## config.mk

```make
export PLATFORM = sky130hd
export DESIGN_NAME = csr_host_master
export DESIGN_NICKNAME = d
export VERILOG_FILES = /design/src/rtl/csr_host_master_pkg.sv /design/src/rtl/csr_host_master.sv
export SDC_FILE = /design/constraint.sdc
export NUM_CORES = 1
export LEC_CHECK = 0
export BUFFER_PORTS_ARGS = -buffer_cell sky130_fd_sc_hd__buf_2
export CAP_MARGIN = 20
export CORE_MARGIN = 10
export CORE_UTILIZATION = 46
export DETAILED_ROUTE_END_ITERATION = 16
export PLACE_DENSITY = 0.8
export SYNTH_ARGS = -nofsm -noshare
export SYNTH_HDL_FRONTEND = slang
export SYNTH_SLANG_ARGS = --single-unit
```

## constraint.sdc

```tcl
create_clock -name clk -period 2.2 [get_ports clk]
set_input_delay 0.33 -clock clk [delete_from_list [all_inputs] [get_ports clk]]
set_output_delay 0.33 -clock clk [all_outputs]
set_load 0.02 [all_outputs]
```

## src/rtl/csr_host_master_pkg.sv

```systemverilog
// rtl/csr_host_master_pkg.sv - host op/err encodings and CSR port command constants
package csr_host_master_pkg;

  localparam int XPR_LEN        = 32;
  localparam int CSR_ADDR_WIDTH = 12;
  localparam int CSR_CMD_WIDTH  = 3;

  localparam logic [CSR_CMD_WIDTH-1:0] CSR_IDLE  = 3'd0;
  localparam logic [CSR_CMD_WIDTH-1:0] CSR_READ  = 3'd4;
  localparam logic [CSR_CMD_WIDTH-1:0] CSR_WRITE = 3'd5;
  localparam logic [CSR_CMD_WIDTH-1:0] CSR_SET   = 3'd6;
  localparam logic [CSR_CMD_WIDTH-1:0] CSR_CLEAR = 3'd7;

  localparam logic [1:0] HOST_OP_READ  = 2'd0;
  localparam logic [1:0] HOST_OP_WRITE = 2'd1;
  localparam logic [1:0] HOST_OP_SET   = 2'd2;
  localparam logic [1:0] HOST_OP_CLEAR = 2'd3;

  localparam logic [1:0] HOST_ERR_OK      = 2'd0;
  localparam logic [1:0] HOST_ERR_ILLEGAL = 2'd1;
  localparam logic [1:0] HOST_ERR_TIMEOUT = 2'd2;

  function automatic logic [CSR_CMD_WIDTH-1:0] host_op_to_csr_cmd(input logic [1:0] op);
    case (op)
      HOST_OP_READ:  return CSR_READ;
      HOST_OP_WRITE: return CSR_WRITE;
      HOST_OP_SET:   return CSR_SET;
      default:       return CSR_CLEAR;
    endcase
  endfunction

endpackage

```

## src/rtl/csr_host_master.sv

```systemverilog
// rtl/csr_host_master.sv - host-side master that borrows the pipeline CSR port for one access per request
module csr_host_master
  import csr_host_master_pkg::*;
#(
  parameter int TIMEOUT_CYCLES = 255
) (
  input  logic                      clk,
  input  logic                      reset,
  input  logic                      req_valid,
  output logic                      req_ready,
  input  logic [1:0]                req_op,
  input  logic [CSR_ADDR_WIDTH-1:0] req_addr,
  input  logic [XPR_LEN-1:0]        req_wdata,
  output logic                      rsp_valid,
  input  logic                      rsp_ready,
  output logic [XPR_LEN-1:0]        rsp_rdata,
  output logic [1:0]                rsp_err,
  output logic                      csr_req,
  input  logic                      csr_gnt,
  output logic [CSR_ADDR_WIDTH-1:0] csr_addr,
  output logic [CSR_CMD_WIDTH-1:0]  csr_cmd,
  output logic [XPR_LEN-1:0]        csr_wdata,
  input  logic [XPR_LEN-1:0]        csr_rdata,
  input  logic                      csr_illegal
);

  localparam int CNT_W = (TIMEOUT_CYCLES > 255) ? $clog2(TIMEOUT_CYCLES + 1) : 8;
  localparam logic [CNT_W-1:0] CNT_LAST = CNT_W'(TIMEOUT_CYCLES);

  localparam logic [1:0] ST_IDLE = 2'd0;
  localparam logic [1:0] ST_ARB  = 2'd1;
  localparam logic [1:0] ST_RESP = 2'd2;

  logic [1:0]                state;
  logic [1:0]                op_q;
  logic [CSR_ADDR_WIDTH-1:0] addr_q;
  logic [XPR_LEN-1:0]        wdata_q;
  logic [CNT_W-1:0]          wait_cnt;
  logic [CNT_W-1:0]          wait_cnt_next;

  assign wait_cnt_next = wait_cnt + 1'b1;

  // The command is only non-idle in the granted ARB cycle so the CSR file sees exactly one access.
  always_comb begin
    req_ready = (state == ST_IDLE);
    rsp_valid = (state == ST_RESP);
    csr_req   = (state == ST_ARB);
    csr_addr  = addr_q;
    csr_wdata = wdata_q;
    csr_cmd   = CSR_IDLE;
    if (state == ST_ARB && csr_gnt) begin
      csr_cmd = host_op_to_csr_cmd(op_q);
    end
  end

  always_ff @(posedge clk) begin
    if (reset) begin
      state     <= ST_IDLE;
      op_q      <= HOST_OP_READ;
      addr_q    <= '0;
      wdata_q   <= '0;
      wait_cnt  <= '0;
      rsp_rdata <= '0;
      rsp_err   <= HOST_ERR_OK;
    end else begin
      case (state)
        ST_IDLE: begin
          if (req_valid) begin
            op_q     <= req_op;
            addr_q   <= req_addr;
            wdata_q  <= req_wdata;
            wait_cnt <= '0;
            state    <= ST_ARB;
          end
        end
        ST_ARB: begin
          // A grant in the last allowed cycle still wins over the timeout.
          if (csr_gnt) begin
            rsp_rdata <= csr_rdata;
            rsp_err   <= csr_illegal ? HOST_ERR_ILLEGAL : HOST_ERR_OK;
            state     <= ST_RESP;
          end else begin
            wait_cnt <= wait_cnt_next;
            if (wait_cnt_next == CNT_LAST) begin
              rsp_rdata <= '0;
              rsp_err   <= HOST_ERR_TIMEOUT;
              state     <= ST_RESP;
            end
          end
        end
        ST_RESP: begin
          if (rsp_ready) begin
            state <= ST_IDLE;
          end
        end
        default: state <= ST_IDLE;
      endcase
    end
  end

endmodule

```

* Word-level counts from Yosys, hierarchy flattened
Cells that the tools add are included.
Storage, ports and cells: bits in registers 90, input port bits 84, bits in latches 0, bits in read-only memories 0, logic and storage cells 40, memories kept 0, bits in writable memories 0, output and inout bits 84
Cells by class: add/sub/neg operators 1, multiply operators 0, bitwise logic cells 0, $lt $le $gt $ge 0, muxes and demuxes 14, shift operators 0, reductions and logical operators 9, divide/modulo/power cells 0, equality and inequality tests 9
Operator list (number):
- $mux 32 | 2
- $mux 8 | 2
- $pmux 8 s2 | 1
- $pmux 2 s3 | 2
- $mux 2 | 5
- $add 8x1->8 const B | 1
- $eq 8x8->1 const B | 1
- $reduce_and 3->1 | 2
- $eq 2x1->1 const B | 2
- $eq 2x2->1 const B | 2
- $logic_not 2->1 | 2
- $ne 2x2->1 const B | 2
- $reduce_and 2->1 | 2
- $reduce_bool 2->1 | 2
- $mux 3 | 1
- $ne 3x1->1 const B | 1
- $ne 2x1->1 const B | 1
- $logic_and 1x1->1 | 1
- $mux 1 | 1

* Depth between registers and ports, before layout
Gate-level depths: netlist (run 1).
depth after elaboration 5, mapped depth 8, mapped depth without buffers 7

* Worst setup path after synthesis (run 1)
No wires, ideal clock.
kind register -> register, start point register wait_cnt[0], end point register rsp_err[0], clock period less this slack 1.697 ns, cell stages (with the launch flop) 8, required time 2.079 ns, buffers on the path 1, setup time 0.121 ns, setup slack 0.503 ns, data arrival time 1.576 ns, cells stage by stage dfxtp_1 > ha_1 > nand2_1 > o31ai_4 > a32oi_2 > o211ai_4 > buf_6 > o21ai_2
Between the ends: cells in the longest elaborated chain, start to end 4
RTL lines:
- start, declared | RTL line csr_host_master.sv:38 | logic [CNT_W-1:0] wait_cnt;
- start signal, assigned | RTL line csr_host_master.sv:83 | wait_cnt <= wait_cnt_next;
- $add 8x1->8 | RTL line csr_host_master.sv:41 | assign wait_cnt_next = wait_cnt + 1'b1;
- $eq 8x8->1 | RTL line csr_host_master.sv:84 | if (wait_cnt_next == CNT_LAST) begin
- $reduce_bool 2->1 (no line)
- $reduce_and 2->1 (no line)
- end signal, assigned | RTL line csr_host_master.sv:80 | rsp_err <= csr_illegal ? HOST_ERR_ILLEGAL : HOST_ERR_OK;
- end, declared | RTL line csr_host_master.sv:17 | output logic [1:0] rsp_err,
Every way passes these cells. A chain may end at the register's enable or synchronous reset.

* Worst setup path in the final report (run 1)
start point register wait_cnt[0], end point register rsp_rdata[24]
Between the ends: cells in the longest elaborated chain, start to end 4
RTL lines:
- $add 8x1->8 | RTL line csr_host_master.sv:41
- $eq 8x8->1 | RTL line csr_host_master.sv:84
- $reduce_bool 2->1 (no line)
- $reduce_and 2->1 (no line)
- end signal, assigned | RTL line csr_host_master.sv:79 | rsp_rdata <= csr_rdata;
- end, declared | RTL line csr_host_master.sv:16 | output logic [XPR_LEN-1:0] rsp_rdata,
Every way passes these cells.

==> results of run 1 <==
==> cells by family (layout without fill, tap and decap cells) <==
logic type / Yosys count / after routing / synth area share (%)
DFF: 90 / 90 / 49.48
and+or+nand+nor: 138 / 138 / 15.95
AOI/OAI and AO/OA: 139 / 139 / 26.29
buffers and inverters: 64 / 226 / 7.594
adders and majority gates: 2 / 2 / 0.6872
other: 0 / 1 / 0
==> worst max-delay path, stage by stage (launching register included) <==
cell	delay, ns
dfxtp_1	0.44
ha_1	0.35
nand2_1	0.14
o31ai_4	0.19
a32oi_2	0.11
o211ai_4	0.21
buf_4	0.35
o21ai_0	0.13
==> worst paths after layout <==
| check | startpoint | to | slack (ns) |
|---|---|---|---|
| max | wait_cnt[0] | rsp_rdata[24] | 0.15 |
| min | req_wdata[28] | csr_wdata[28] | 0.21 |
| max reg2reg | wait_cnt[0] | rsp_rdata[24] | 0.15 |
| min reg2reg | csr_wdata[30] | csr_wdata[30] | 0.46 |
==> state kept, by name, indices dropped and copies added, names as in the netlist <==
name       count
rsp_rdata     32
op_q           2
state          2
rsp_err        2
csr_addr      12
wait_cnt       8
csr_wdata     32
==> power by group <==
part / total [mW] / internal (mW) / switching [mW]
Clock: 0.979 / 0.413 / 0.566
Sequential: 1.79 / 1.73 / 0.0622
Combinational: 0.605 / 0.215 / 0.390
==> per-stage QoR <==
step | setup slack (ns) | power (mW)
CTS | 0.1651 | 3.425
floorplan | 0.5025 | 2.195
finish | 0.1508 | 3.376
detailed placement | 0.1783 | 2.441
global route | 0.01147 | 3.570
global placement | 0.2175 | 2.416
==> placed cells by master, fill, tap and decap left out, types with 6 or more instances in the layout <==
| cell type | n |
|---|---|
| a21oi_1 | 54 |
| a22oi_1 | 33 |
| buf_2 | 167 |
| buf_4 | 6 |
| clkbuf_8 | 9 |
| dfxtp_1 | 90 |
| inv_1 | 37 |
| nand2_1 | 103 |
| nor2_1 | 15 |
| o21ai_0 | 10 |
| o21ai_2 | 31 |
==> cell type report <==
cell class / instances / area (sq um)
antenna: 1 / 2.502
clock buffer: 10 / 127.6
clock inverter: 5 / 40.04
fill: 680 / 3022
inverter: 37 / 138.9
multi-input combinational: 279 / 1572
sequential: 90 / 1802
tap: 102 / 127.6
timing repair buffer: 174 / 895.9
==> routing by layer <==
layer  vias to the layer above  GRT usage, %
met2                       149         24.98
li1                       1764             -
met1                      1605         19.36
met3                         4         9.971
met4                         0         5.744
met5                         -             0
==> impl_results.md, run 1 <==
- Final cycle utilization of the critical path: 93.15%
- Worst-case clock buffer depth: 2
- Height of the die: 109.0 microns
- Peak Freq: 0.4880 GHz
- Fraction of final layout cells with drive strength greater than 1: 38.15%
- Number of cells on the worst hold path: 3
- Cell area after technology mapping: 3641 sq um
- Clock input transition at the sequential cells of the worst setup and hold paths: 0.09 ns
- Met2 WL post-DR: 4577 microns
- Starting utilization of the core area: 47.12%
- Worst-case vdd ir drop: 346.4 uV
- Remaining antenna violation count after routing: 0
- Area Growth Syn to Fin: 29.24%
- GRT Util Overall: 16.69%
- Routed met1 length: 4192 microns
- Final Core Density: 60.90%
- # nets final: 677
- Synthesized netlist net count: 519
- Number of pins with negative max-slew slack in the final report: 0
- Crit path kind: register to register
- Setup clock skew after layout: 0.01419 ns
- Setup total negative slack: 0 ns
- Crit path launch type: register
- Number of resized instances in the post-cts repair step: 0
- First-pass GRT wire length: 16150 microns
- Cells after synthesis: 433
- Clock insertion delay at the later pin of the skew report: 0.34 ns
- Synth top area share: 49.48%
- Remaining global-route overflow: 0
- Pin count of the biggest net entering global routing: 55
- Placer Congestion: 0.8122
- Highest Signal Layer: met4
- Setup repair after global routing missed its margin: false
- Count of yosys warnings during synthesis: 0
- Number of detailed-route iterations in the first pass: 4
- Top area cells in the synthesized netlist: dfxtp_1 (49%), nand2_1 (11%), o21ai_2 (7.5%)
- Most frequently used flop master after synthesis: dfxtp_1
- EDFF count, synth: 0
- Static leakage: 2.121 nW
- Result of the run: finished, final reports clean
- Arr. time, crit path: 2.26 ns
- # rows: 32
- Share of synthesized area occupied by flip-flops and latches: 49.48%
- Die area: 11870 sq um
- Time the worst path needs with I/O delays and setup: 2.049 ns
- Number of register bits inferred by synthesis: 90
- Hold Slack: 0.2114 ns
- Critical path fanouts, max: 22
- Post-placement cell area: 4536 sq um
- Met3 WL post-DR: 1535 microns
- Mean cell area of the mapped netlist: 8.409 sq um
- Via/cell ratio: 5.046
- CTS tree: yes
- CTS H-Tree Depth: 3
- Maximum Capacitance Violations: 0
- Clock Tree Root: clkbuf_8
- Leading post-synthesis cells by instance count: nand2_1 (103), dfxtp_1 (90), a21oi_1 (54)
- Post-CTS Setup Bufs: 0
- Drt drc: 0
- Die width: 109.0 microns
- Share of synthesized flip-flops with an asynchronous set or reset: 0%
- Critical Path RT: 2.41 ns
- Endpoints failing hold: 0
- Clk sink count: 90
- Final Instance Count excl. Fillers: 698
- Pwr Density: 717.4 nW/um^2
- Cell type with the largest total area after synthesis: dfxtp_1
- Detailed placement HPWL: 7920 microns
- Detailed Route WL: 10380 microns
- Class of the worst hold path: input port to register
- Summed area of non-filler cells in the final layout: 4706 sq um
- Worst slew margin relative to its limit: 60.85%
- Worst Reg-to-Reg Cells: 7
- Initial DRC count: 118
- Average wire per cell in the routed design: 14.87 microns
- Nature of the critical path endpoint: register
- I/O pin cnt: 168
- Placeable core region: 7727 sq um
- Worst slew pin tran: 0.5867 ns
- Buffers on Ports: 167
- Total via count in the routed design: 3522
- Number of buffers inserted during clock tree synthesis: 9
- Hold buffers post-CTS: 0
- Most frequent cell after synthesis: nand2_1
- Placed cell count: 682
- Via count of the first global-routing pass: 3355
- Library cells used by synthesis: 32
- Final setup fails: 0
- Initial antenna violation count: 1
(Power assumes the default switching activity.)
==> run 2: changes to the inputs <==
- CORE_ASPECT_RATIO: not set -> 0.9
==> impl_results.md, run 2 (same netlist as run 1, synthesis figures left out) <==
- Result of the run: finished, final reports clean
- Worst slew pin tran: 0.5780 ns
- Number of pins with negative max-slew slack in the final report: 0
- Number of detailed-route iterations in the first pass: 5
- Number of cells on the worst hold path: 3
- Initial DRC count: 183
- Most frequent standard cell in the layout excluding fill and tap cells: buf_2
- Die area: 11880 sq um
- Number of diodes added for antenna fixing: 0
- Setup total negative slack: 0 ns
- Total via count in the routed design: 3459
- Series of cell instances along the critical path: ha_1 > nand2_1 > o31ai_4 > a32oi_2 > o211ai_4 > buf_12 > o21ai_0
- Starting utilization of the core area: 47.78%
- # rows: 30
- Peak Freq: 0.5270 GHz
- Nature of the critical path endpoint: register
- Fraction of final layout cells with drive strength greater than 1: 38.15%
- Highest cell delay on the worst timing path: 0.43 ns
- Buffers on Ports: 167
- Drt drc: 0
- Placer Congestion: 0.8497
- Remaining antenna violation count after routing: 0
- Critical Path RT: 2.43 ns
- Crit path launch type: register
- Via count of the first global-routing pass: 3299
- Initial antenna violation count: 0
- Clock insertion delay at the later pin of the skew report: 0.35 ns
- Pwr Density: 738.5 nW/um^2
- Worst Reg-to-Reg Cells: 7
- Class of the worst hold path: input port to register
- Height of the die: 104.4 microns
- Clk sink count: 90
- Crit path kind: register to register
- Critical Path Slowest Stage Cell: dfxtp_1
- Number of buffers inserted during clock tree synthesis: 9
- Worst slew margin relative to its limit: 61.46%
- Placeable core region: 7620 sq um
- CTS tree: yes
- Detailed placement HPWL: 7627 microns
- Area Growth Syn to Fin: 29.62%
- Clock Tree Root: clkbuf_8
- Critical path fanouts, max: 33
- Average wire per cell in the routed design: 14.60 microns
- Number of resized instances in the post-cts repair step: 0
- Remaining global-route overflow: 0
- Detailed Route WL: 10090 microns
- Hold Slack: 0.2106 ns
- Pin count of the biggest net entering global routing: 57
- Endpoints failing hold: 0
- Final setup fails: 0
- Worst-case clock buffer depth: 2
- Setup repair after global routing missed its margin: false
- Worst-case vdd ir drop: 473.9 uV
- CTS H-Tree Depth: 3
- # nets final: 676
- I/O pin cnt: 168
- Final cycle utilization of the critical path: 86.26%
- First-pass GRT wire length: 16390 microns
- Setup clock skew after layout: 0.01034 ns
- Clock input transition at the sequential cells of the worst setup and hold paths: 0.09 ns
- Maximum Capacitance Violations: 0
- Die width: 113.8 microns
- GRT Util Overall: 16.25%
- Via/cell ratio: 5.006
- Most frequent cells in the layout: buf_2 (167), nand2_1 (103), dfxtp_1 (90), a21oi_1 (54), inv_1 (37)
- Static leakage: 2.145 nW
- Hold buffers post-CTS: 0
- Post-CTS Setup Bufs: 0
- Arr. time, crit path: 2.13 ns
- Time the worst path needs with I/O delays and setup: 1.898 ns
- Number of fill cells in the layout: 678
[run 2: cell types whose count changed in the layout (fill, tap and decap cells not counted)]
cell        previous run  this run
inv_6                  2         1
bufinv_16              0         1
clkinv_2               0         2
clkinv_4               0         2
buf_8                  1         0
buf_4                  6         5
clkinvlp_4             3         0
buf_12                 0         1
diode_2                1         0
[run 2: per-layer routing]
metal	vias to the layer above	track usage [%]	part of all wire [%]
li1	1763	-	-
met1	1527	19.17	42
met2	156	23.80	42
met3	13	9.977	14
met4	0	5.009	1.3
met5	-	0	0
[run 2: where the power goes]
part	internal [mW]	switching, mW	total (mW)
Sequential	1.73	0.0599	1.79
Clock	0.530	0.562	1.09
Combinational	0.215	0.389	0.604
[run 2: stage by stage]
step | utilization [%] | cells | instance area [sq um] | setup slack (ns) | total power [mW]
2_1_floorplan | - | 433 | 3641 | 0.5025 | 2.195
3_3_place_gp | 59.39 | 675 | 4526 | 0.3661 | 2.421
3_5_place_dp | 59.39 | 675 | 4526 | 0.3008 | 2.438
4_1_cts | 61.94 | 691 | 4720 | 0.3006 | 3.537
5_1_grt | 61.94 | 691 | 4720 | 0.1038 | 3.684
6_report | 61.94 | 691 | 4720 | 0.3023 | 3.485
[run 2: cell type report]
type / count / area, sq um / share of cell area [%]
sequential: 90 / 1802 / 38.18
multi-input combinational: 279 / 1572 / 33.30
timing repair buffer: 173 / 893.4 / 18.93
inverter: 37 / 138.9 / 2.943
clock buffer: 10 / 127.6 / 2.704
tap: 96 / 120.1 / 2.545
clock inverter: 6 / 66.31 / 1.405
[run 2: worst max-delay path, delay by kind of cell, from the launching register on]
| family | cells | cell delay, ns |
|---|---|---|
| AO/OA/AOI/OAI | 4 | 0.63 |
| flip-flops | 1 | 0.43 |
| adder cells (fa/ha/maj) | 1 | 0.33 |
| buffers and inverters | 1 | 0.25 |
| AND/OR/NAND/NOR | 1 | 0.13 |
[run 2: worst paths after layout]
kind              endpoint  slack, ns          start
max          rsp_rdata[26]       0.30    wait_cnt[0]
min          csr_wdata[24]       0.21  req_wdata[24]
max reg2reg  rsp_rdata[26]       0.30    wait_cnt[0]
min reg2reg  csr_wdata[14]       0.45  csr_wdata[14]
